==> src/rtl/usr_shift_sequencer.sv <==
// -----------------------------------------------------------------------------
// usr_shift_sequencer
//
// Command-driven controller and state register for a reversible universal
// shift register. One command at a time is accepted over a valid/ready
// handshake (hold, shift right, shift left, parallel load). Multi-step shifts
// advance the register once per clock for the programmed count, and a
// one-cycle done pulse marks completion.
//
// Optional build macro:
//   USR_ROTATE_EN - when defined, shifts rotate (the bit leaving one end
//                   re-enters at the other) and sin_r/sin_l are ignored.
//                   When undefined, shifts fill from sin_r/sin_l.
//
// Parameters:
//   WIDTH - register width in bits (minimum 2)
//   CW    - shift-count width (up to 2^CW-1 steps per command)
//
// Ports:
//   clk        in   system clock, rising edge
//   rst        in   asynchronous reset, active-high
//   cmd_valid  in   command present
//   cmd_ready  out  block can accept a command (IDLE only)
//   cmd_op     in   00 hold, 01 shift right, 10 shift left, 11 load
//   cmd_count  in   number of shift steps (ignored for hold/load)
//   cmd_data   in   parallel load value
//   sin_r      in   serial input entering MSB on right shift
//   sin_l      in   serial input entering LSB on left shift
//   q          out  register contents
//   sout       out  last bit shifted out
//   busy       out  command in progress (LOAD or SHIFT)
//   done       out  one-cycle completion pulse
// -----------------------------------------------------------------------------
module usr_shift_sequencer #(
  parameter int WIDTH = 8,
  parameter int CW    = 4
) (
  input  logic             clk,
  input  logic             rst,
  input  logic             cmd_valid,
  output logic             cmd_ready,
  input  logic [1:0]       cmd_op,
  input  logic [CW-1:0]    cmd_count,
  input  logic [WIDTH-1:0] cmd_data,
  input  logic             sin_r,
  input  logic             sin_l,
  output logic [WIDTH-1:0] q,
  output logic             sout,
  output logic             busy,
  output logic             done
);

  typedef enum logic [1:0] {
    S_IDLE  = 2'b00,
    S_LOAD  = 2'b01,
    S_SHIFT = 2'b10,
    S_DONE  = 2'b11
  } state_t;

  localparam logic [1:0] OP_HOLD = 2'b00;
  localparam logic [1:0] OP_SHR  = 2'b01;
  localparam logic [1:0] OP_SHL  = 2'b10;
  localparam logic [1:0] OP_LOAD = 2'b11;

  localparam logic [CW-1:0] COUNT_ONE = CW'(1);

  state_t           state_q, state_d;
  logic [WIDTH-1:0] q_q, q_d;
  logic [WIDTH-1:0] data_q, data_d;
  logic             sout_q, sout_d;
  logic [CW-1:0]    rem_q, rem_d;
  logic             left_q, left_d;

  // Bits entering the vacated end on a shift: the serial inputs, or the bit
  // leaving the opposite end when the register is built as a rotator.
  logic fill_r, fill_l;

  always_comb begin
`ifdef USR_ROTATE_EN
    fill_r = q_q[0];
    fill_l = q_q[WIDTH-1];
`else
    fill_r = sin_r;
    fill_l = sin_l;
`endif
  end

  // NOTE: every signal driven here gets a default first, so no path leaves a
  // value unassigned and no latch is inferred.
  always_comb begin
    state_d = state_q;
    q_d     = q_q;
    data_d  = data_q;
    sout_d  = sout_q;
    rem_d   = rem_q;
    left_d  = left_q;

    case (state_q)
      S_IDLE: begin
        if (cmd_valid) begin
          // Capture everything at accept so the source may move on.
          data_d = cmd_data;
          left_d = (cmd_op == OP_SHL);
          rem_d  = cmd_count;
          if (cmd_op == OP_LOAD) begin
            state_d = S_LOAD;
          end else if ((cmd_op == OP_SHR || cmd_op == OP_SHL) &&
                       (cmd_count != '0)) begin
            state_d = S_SHIFT;
          end else begin
            // Hold, or a shift of zero steps: nothing to do but report done.
            state_d = S_DONE;
          end
        end
      end

      S_LOAD: begin
        q_d     = data_q;
        state_d = S_DONE;
      end

      S_SHIFT: begin
        // The direction bit picks which neighbour feeds each bit position,
        // mirroring a controlled-swap selection.
        if (left_q) begin
          q_d    = {q_q[WIDTH-2:0], fill_l};
          sout_d = q_q[WIDTH-1];
        end else begin
          q_d    = {fill_r, q_q[WIDTH-1:1]};
          sout_d = q_q[0];
        end
        rem_d = rem_q - COUNT_ONE;
        if (rem_q == COUNT_ONE) begin
          state_d = S_DONE;
        end
      end

      S_DONE: begin
        state_d = S_IDLE;
      end

      default: begin
        state_d = S_IDLE;
      end
    endcase
  end

  // NOTE: sequential state uses non-blocking assignments so every flop
  // samples the pre-edge values regardless of statement order.
  always_ff @(posedge clk or posedge rst) begin
    if (rst) begin
      state_q <= S_IDLE;
      q_q     <= '0;
      data_q  <= '0;
      sout_q  <= 1'b0;
      rem_q   <= '0;
      left_q  <= 1'b0;
    end else begin
      state_q <= state_d;
      q_q     <= q_d;
      data_q  <= data_d;
      sout_q  <= sout_d;
      rem_q   <= rem_d;
      left_q  <= left_d;
    end
  end

  assign cmd_ready = (state_q == S_IDLE);
  assign busy      = (state_q == S_LOAD) || (state_q == S_SHIFT);
  assign done      = (state_q == S_DONE);
  assign q         = q_q;
  assign sout      = sout_q;

  // The hold opcode has no dedicated datapath; it is named for readability.
  logic unused_op_hold;
  assign unused_op_hold = (OP_HOLD == 2'b00);

endmodule
==> config.mk <==
export PLATFORM = sky130hd
export DESIGN_NAME = usr_shift_sequencer
export DESIGN_NICKNAME = d
export VERILOG_FILES = /design/src/rtl/usr_shift_sequencer.sv
export SDC_FILE = /design/constraint.sdc
export NUM_CORES = 1
export LEC_CHECK = 0
export BUFFER_PORTS_ARGS = -buffer_cell sky130_fd_sc_hd__buf_4
export CAP_MARGIN = 20
export CORE_MARGIN = 2
export CORE_UTILIZATION = 45
export DETAILED_ROUTE_END_ITERATION = 16
export HOLD_SLACK_MARGIN = 0.12
export MAX_ROUTING_LAYER = met4
export PLACE_DENSITY = 0.77
export SLEW_MARGIN = 20
export SYNTH_ARGS = -nofsm -noshare
export SYNTH_HDL_FRONTEND = slang
export SYNTH_SLANG_ARGS = --single-unit
==> constraint.sdc <==
create_clock -name clk -period 1.6 [get_ports clk]
set_input_delay 0.32 -clock clk [delete_from_list [all_inputs] [get_ports clk]]
set_output_delay 0.32 -clock clk [all_outputs]
set_load 0.01 [all_outputs]
Yosys cells after proc, flatten, opt, wreduce, memory -nomap -nowiden. Cells that the tools add are included.

Equal/unequal tests: 9. Muxes and demuxes: 10. Reductions and logical operators: 10. $add $sub $neg: 1.

Operators with widths (count): $pmux 8 s2 (1); $eq 2x2->1 const B (4); $mux 8 (1); $pmux 2 s4 (1); $pmux 4 s2 (1); $mux 2 (3); $reduce_and 2->1 (3); $eq 2x1->1 const B (2); $eq 4x1->1 const B (1); $mux 4 (1); $ne 2x2->1 const B (2); $reduce_bool 2->1 (2); $reduce_bool 4->1 (1); $sub 4x1->4 const B (1); $logic_not 2->1 (1); $logic_or 1x1->1 (2); $mux 1 (2); $logic_and 1x1->1 (1).

Flip-flop bits (word level): 24. Output and inout port bits: 12. Logic and storage cells: 36.

Logic depth before layout (Yosys ltp). Gate-level depths: netlist of run 1.

Word-level depth: 7. Mapped depth: 7. Gate-level depth less buffers: 6.

Worst setup path after synthesis of run 1. OpenSTA, ideal clock, no wires.

Path type: reg-to-reg. Start: register state_q[0]. End: register data_q[0]. Setup time: 125 ps. Arrival time: 1369 ps. Setup slack: 107 ps. Cell stages (with the launch flop): 6. Clock period less this slack: 1493 ps. Buffers on the path: 1. Cell sequence: dfrtp_1 inv_1 ha_1 nand2_1 buf_2 mux2_2.

Longest elaborated chain between the ends: 2.

RTL lines: from (decl) (line 67) `state_t state_q, state_d;`; from (signal assigned) (line 159) `state_q <= state_d;`; $logic_not 2->1; via cmd_ready (line 41) `output logic cmd_ready,`; $reduce_and 2->1 (no source line); to (signal assigned) (line 161) `data_q <= data_d;`; to (decl) (line 69) `logic [WIDTH-1:0] data_q, data_d;`.

The timed path passes the listed nets, and every way through them passes these cells. A chain may end at the register's enable or synchronous reset.

Final worst setup path of run 1.
Start: register state_q[0]. End: output cmd_ready.

Longest elaborated chain between the ends: 1.

RTL lines: $logic_not 2->1 (line 168) `assign cmd_ready = (state_q == S_IDLE);`; to (decl) (line 41).

Every way passes these cells.

==> results of run 1 <==
==> stage by stage <==
step           cell area, um^2  std cells
2_1_floorplan             1294        119
3_3_place_gp              1580        181
3_5_place_dp              1580        181
4_1_cts                   1674        189
5_1_grt                   1684        190
6_report                  1684        190
==> where the power goes <==
part / leakage [nW] / internal, mW / total, mW / switching [mW]
combinational: 0.482 / 1.16 / 2.09 / 0.924
clock: 0.0210 / 0.139 / 0.324 / 0.185
sequential: 0.278 / 0.930 / 1.23 / 0.304
total: 0.781 / 2.23 / 3.64 / 1.41
==> worst max-delay path, delay by kind of cell (launching register included) <==
kind | cells | cell delay [ns]
DFF | 1 | 0.40
adders and majority gates | 1 | 0.17
buffers and inverters | 3 | 0.35
==> sequential cells by signal, indices dropped and copies added (netlist names) <==
name and count:
q 8, left_q 1, rem_q 4, data_q 8, sout 1, state_q 2
==> Yosys cell counts <==
master / n
mux2_2: 19
o32ai_1: 2
a31oi_1: 2
inv_1: 6
o31ai_1: 1
nand3_1: 2
a21oi_1: 14
dfrtp_1: 24
buf_2: 6
mux2i_1: 9
ha_1: 8
nand2b_1: 1
nor3_1: 2
o211ai_1: 1
or4_1: 1
nand2_1: 3
o21a_1: 1
o21ai_0: 2
nor2b_1: 1
nor2_1: 14
==> cell usage in the layout (no fill, tap or decap) <==
| master | instances |
|---|---|
| mux2i_1 | 9 |
| clkbuf_4 | 3 |
| nor2_2 | 1 |
| o211ai_1 | 1 |
| nor3_1 | 2 |
| o32ai_1 | 2 |
| o31ai_1 | 1 |
| a21oi_1 | 14 |
| o21ai_0 | 2 |
| mux2_2 | 19 |
| or4_1 | 1 |
| clkbuf_8 | 1 |
| nand2b_1 | 1 |
| nor2_1 | 13 |
| ha_1 | 6 |
| nor2b_1 | 1 |
| nand2_1 | 3 |
| buf_4 | 41 |
| a31oi_1 | 2 |
| inv_1 | 4 |
| nand3_1 | 2 |
| dfrtp_1 | 24 |
| ha_4 | 2 |
| inv_2 | 2 |
| o21a_1 | 1 |
| dlygate4sd3_1 | 1 |
==> kinds of logic (layout without fill, tap and decap cells) <==
group	count (synthesis)	in the layout	share of synthesized area [%]
multiplexers	28	28	23.50
flip-flops	24	24	46.42
AND/OR/NAND/NOR	24	24	8.028
AO/OA/AOI/OAI	23	23	10.25
buffers and inverters	12	52	4.062
adder cells (fa/ha/maj)	8	8	7.737
==> area by class of cell <==
type	instances	area [um^2]	area share (%)
Multi-Input combinational cell	83	668.1	39.67
Sequential cell	24	600.6	35.66
Inverter	6	22.52	1.337
Clock buffer	4	36.28	2.155
Tap cell	31	38.79	2.303
Timing Repair Buffer	42	317.8	18.87
==> how the worst max path moves through the flow <==
stage,startpoint,end,depth (start not counted)
3_5_place_dp,state_q[1],state_q[0],5
3_3_place_gp,state_q[0],rem_q[2],7
4_1_cts,state_q[0],rem_q[2],7
6_report,state_q[0],cmd_ready,4
2_1_floorplan,state_q[0],data_q[0],5
5_1_grt,state_q[0],cmd_ready,4
==> what timing repair did <==
action	CTS	global route
pin swaps	1	1
buffers inserted	3	1
setup endpoints to repair	2	3
hold buffers	1	0
gates resized for setup	6	1
hold endpoints to repair	24	0
==> routing by layer <==
metal  up-vias  global-route usage (%)  share of wire, %
li1        496                       -                 -
met1       525                   23.51                44
met2        29                   30.19                51
met3         5                   2.679               3.3
met4         0                   8.306               1.8
met5         -                       -                 0
==> flow_metrics.tcl, run 1 <==
set metrics [dict create \
    fmax_ghz 0.6433 \
    rrSetupSlack_ns 0.07 \
    utilization_pct 61.60 \
    p_leak_nw 0.7808 \
    wl_um 2798 \
    antenna_cells 0 \
    synth_area_mm2 0.001294 \
    worstPathRequired_ns 1.28 \
    synth_largest_area_cell "dfrtp_1" \
    grt_pass1_wl_um 4595 \
    finalHoldViolCount 0 \
    fin_hold_ws_ns 0.2137 \
    n_fill_cell 220 \
    dieArea_mm2 0.003320 \
    grtUsageTotal_pct 18.74 \
    fin_crit_sh_pct 97.15 \
    finalCriticalPeriod_ns 1.554 \
    die_y_um 57.62 \
    worstHoldEndpoint "data_q[7]" \
    tns_ns 0 \
    syn_nets 146 \
    crit_chain "inv_2 > ha_4 > buf_4 > buf_4" \
    drcViolationCount 0 \
    cts.clk_slew.worst_paths_ns 0.13 \
    synth_cell_types 20 \
    cts_tree "yes" \
    avgSynthCellArea_um2 10.87 \
    nets 187 \
    min_from "cmd_data[7]" \
    slew_viol_final 0 \
    finalWeightedCongestion 0.8108 \
    rsz0062_at_grt "false" \
    cts_root_buf "clkbuf_4" \
    hp-class "in2reg" \
    cp_slowest_cell "dfrtp_1" \
    ios 31 \
    hpwl_um 2086 \
    powerDensity_mw_per_mm2 2164 \
    cts.sinks 24 \
    r2r-start "state_q[1]" \
    hold_depth 2 \
    crit_type "reg2out" \
    rows 19 \
    netlist_instances 119 \
    grt_overflow 0 \
    port_buffers 30 \
    startpoint_type "register" \
    firstDrtPassIters 4 \
    slew_headroom_pct 65.22 \
    critPathMaxFanout 4 \
    die_x_um 57.62 \
    outcome "completed" \
    grt_pass1_vias 1019 \
    endpoint_kind "output pin" \
    dp_slack_ns 0.03502 \
    ys_ff_latch 24 \
    wl_per_cell_um 14.73 \
    cts_buffers 3 \
    totalPowerFinal_mw 3.644 \
    viasPerCell 5.553 \
    drive_gt1_share_pct 43.40 \
    finClkSkew_ns 0.007156 \
    drtIter0Drc 16 \
    r2r_end "rem_q[2]" \
    cpMostUsedCell "buf_4" \
    drtAntennaViolNets 0 \
    cpPeakStageDelay_ns 0.40 \
    areaGrowthSynthToFinish_pct 30.17 \
    finalWorstSetupSlack_ns 0.04561 \
    grt_max_degree 25 \
    synth-seq-area-share_pct 46.42 \
    initial_core_util_pct 47.32 \
    synth_top_area_share_pct 46.42 \
    clock_latency_ns 0.32 \
    yosys_warnings 0 \
    cts.path.max_buffers 2 \
    tightest_slew_ns 0.5216 \
    ir_worst_vdd_uv 1389 \
    vias 1055 \
    cap_violations 0 \
    worstPathArrival_ns 1.23 \
    cts-htree-levels 1 \
    coreArea_mm2 0.002734 \
    reg2reg_depth 7 \
    antenna_found_initial 0 \
    synth.top_cells.by_area "dfrtp_1 46%, mux2_2 17%, ha_1 7.7%, mux2i_1 7.0%, a21oi_1 5.4%" \
    setup_viol 0 \
]
No activity file was read; power rests on OpenSTA's default activity.
==> inputs of run 2 (changes only) <==
Settings changed: PLACE_DENSITY 0.77 to 0.69.
==> flow_metrics.tcl, run 2 (synthesized netlist as in run 1, its figures left out) <==
set metrics [dict create \
    worstPathArrival_ns 1.21 \
    n_fill_cell 244 \
    endpoint_kind "output pin" \
    wl_um 2583 \
    drtIter0Drc 27 \
    finalWorstSetupSlack_ns 0.06655 \
    antenna_found_initial 0 \
    critPathMaxFanout 4 \
    layout_common_cells "39 x buf_4, 24 x dfrtp_1, 19 x mux2_2" \
    antenna_cells 0 \
    finalWeightedCongestion 0.7482 \
    finClkSkew_ns 0.006536 \
    cts.clk_slew.worst_paths_ns 0.14 \
    dieArea_mm2 0.003320 \
    clock_latency_ns 0.31 \
    dpl_cell_area_mm2 0.001573 \
    startpoint_type "register" \
    nets 185 \
    cts.sinks 24 \
    dpl.cell_count 180 \
    cts.path.max_buffers 2 \
    hp-class "in2reg" \
    grtUsageTotal_pct 17.54 \
    drtAntennaViolNets 0 \
    dp_slack_ns 0.04502 \
    slew_viol_final 0 \
    powerDensity_mw_per_mm2 2123 \
    finalHoldViolCount 0 \
    slew_headroom_pct 66.46 \
    rsz0062_at_grt "true" \
    grt_max_degree 25 \
    crit_type "reg2out" \
    grt_pass1_vias 999 \
    firstDrtPassIters 4 \
    drive_gt1_share_pct 42.68 \
    initial_core_util_pct 47.32 \
    viasPerCell 5.378 \
    vias 1011 \
    grt_overflow 0 \
    cts_buffers 3 \
    rows 19 \
    fin_crit_sh_pct 95.84 \
    ir_worst_vdd_uv 1412 \
    tightest_slew_ns 0.5030 \
    hpwl_um 1953 \
    finalCriticalPeriod_ns 1.533 \
    setup_viol 0 \
    outcome "completed" \
    worstPathRequired_ns 1.28 \
    drcViolationCount 0 \
    fin_cells 188 \
    ios 31 \
    areaGrowthSynthToFinish_pct 29.01 \
    cts_root_buf "clkbuf_4" \
    grt_pass1_wl_um 4367 \
    die_x_um 57.62 \
    coreArea_mm2 0.002734 \
    cts_tree "yes" \
    port_buffers 30 \
    fmax_ghz 0.6521 \
    fin_area_mm2 0.001669 \
    p_leak_nw 0.7706 \
    cts-htree-levels 1 \
    die_y_um 57.62 \
    wl_per_cell_um 13.74 \
    cap_violations 0 \
    final_common_cell "buf_4" \
    totalPowerFinal_mw 3.544 \
]
[run 2: changes by cell type in the layout (fill, tap and decap cells not counted), sizes merged]
cell,delta
buf,-2
[run 2: metrics by stage]
| stage | hold WS [ns] | TNS, ns | util (%) |
|---|---|---|---|
| final | 0.2294 | 0 | 61.05 |
| after global routing | 0.2180 | -0.01643 | 61.05 |
| after CTS | 0.2228 | 0 | 60.23 |
| after detailed placement | 0.3936 | 0 | 57.53 |
| after global placement | 0.3893 | 0 | 57.53 |
| after floorplan | 0.3346 | 0 | - |
[run 2: area by class of cell]
cell class	instances	area (um^2)	share of cell area, %
multi-input combinational	83	668.1	40.03
sequential	24	600.6	35.98
tap	31	38.79	2.324
timing repair buffer	40	302.8	18.14
inverter	6	22.52	1.349
clock buffer	4	36.28	2.174
[run 2: timing repair]
action,4_1_cts,5_1_grt
endpoints found under the setup margin,2,2
buffers inserted,2,1
pin swaps,0,1
hold buffers,1,0
endpoints found under the hold margin,24,0
gates resized for setup,3,4
[run 2: layer usage]
metal	GRT usage, %	wire length, um	up-vias
met3	2.009	81	2
met4	5.980	14	0
met2	30.19	1266	16
li1	-	-	501
met5	-	0	-
met1	21.37	1220	492
[run 2: report_power, final]
part / internal [mW] / switching [mW]
sequential: 0.930 / 0.301
clock: 0.139 / 0.182
combinational: 1.13 / 0.866
total: 2.20 / 1.35
[run 2: worst paths after layout]
kind                              from         end  slack, ns  depth (start not counted)
setup / recovery            state_q[0]   cmd_ready       0.07                          4
hold / removal             cmd_data[2]   data_q[2]       0.23                          2
setup reg to reg            state_q[1]        q[0]       0.10                          6
hold reg to reg              data_q[4]   data_q[4]       0.52                          1
max in group asynchronous          rst  state_q[1]       0.76                          4
min in group asynchronous          rst        q[7]       0.60                          4
[run 2: critical path: stages (launching register included)]
cell and delay, ns:
dfrtp_1 0.41, inv_2 0.12, ha_4 0.15, buf_4 0.11
buf_4 0.11
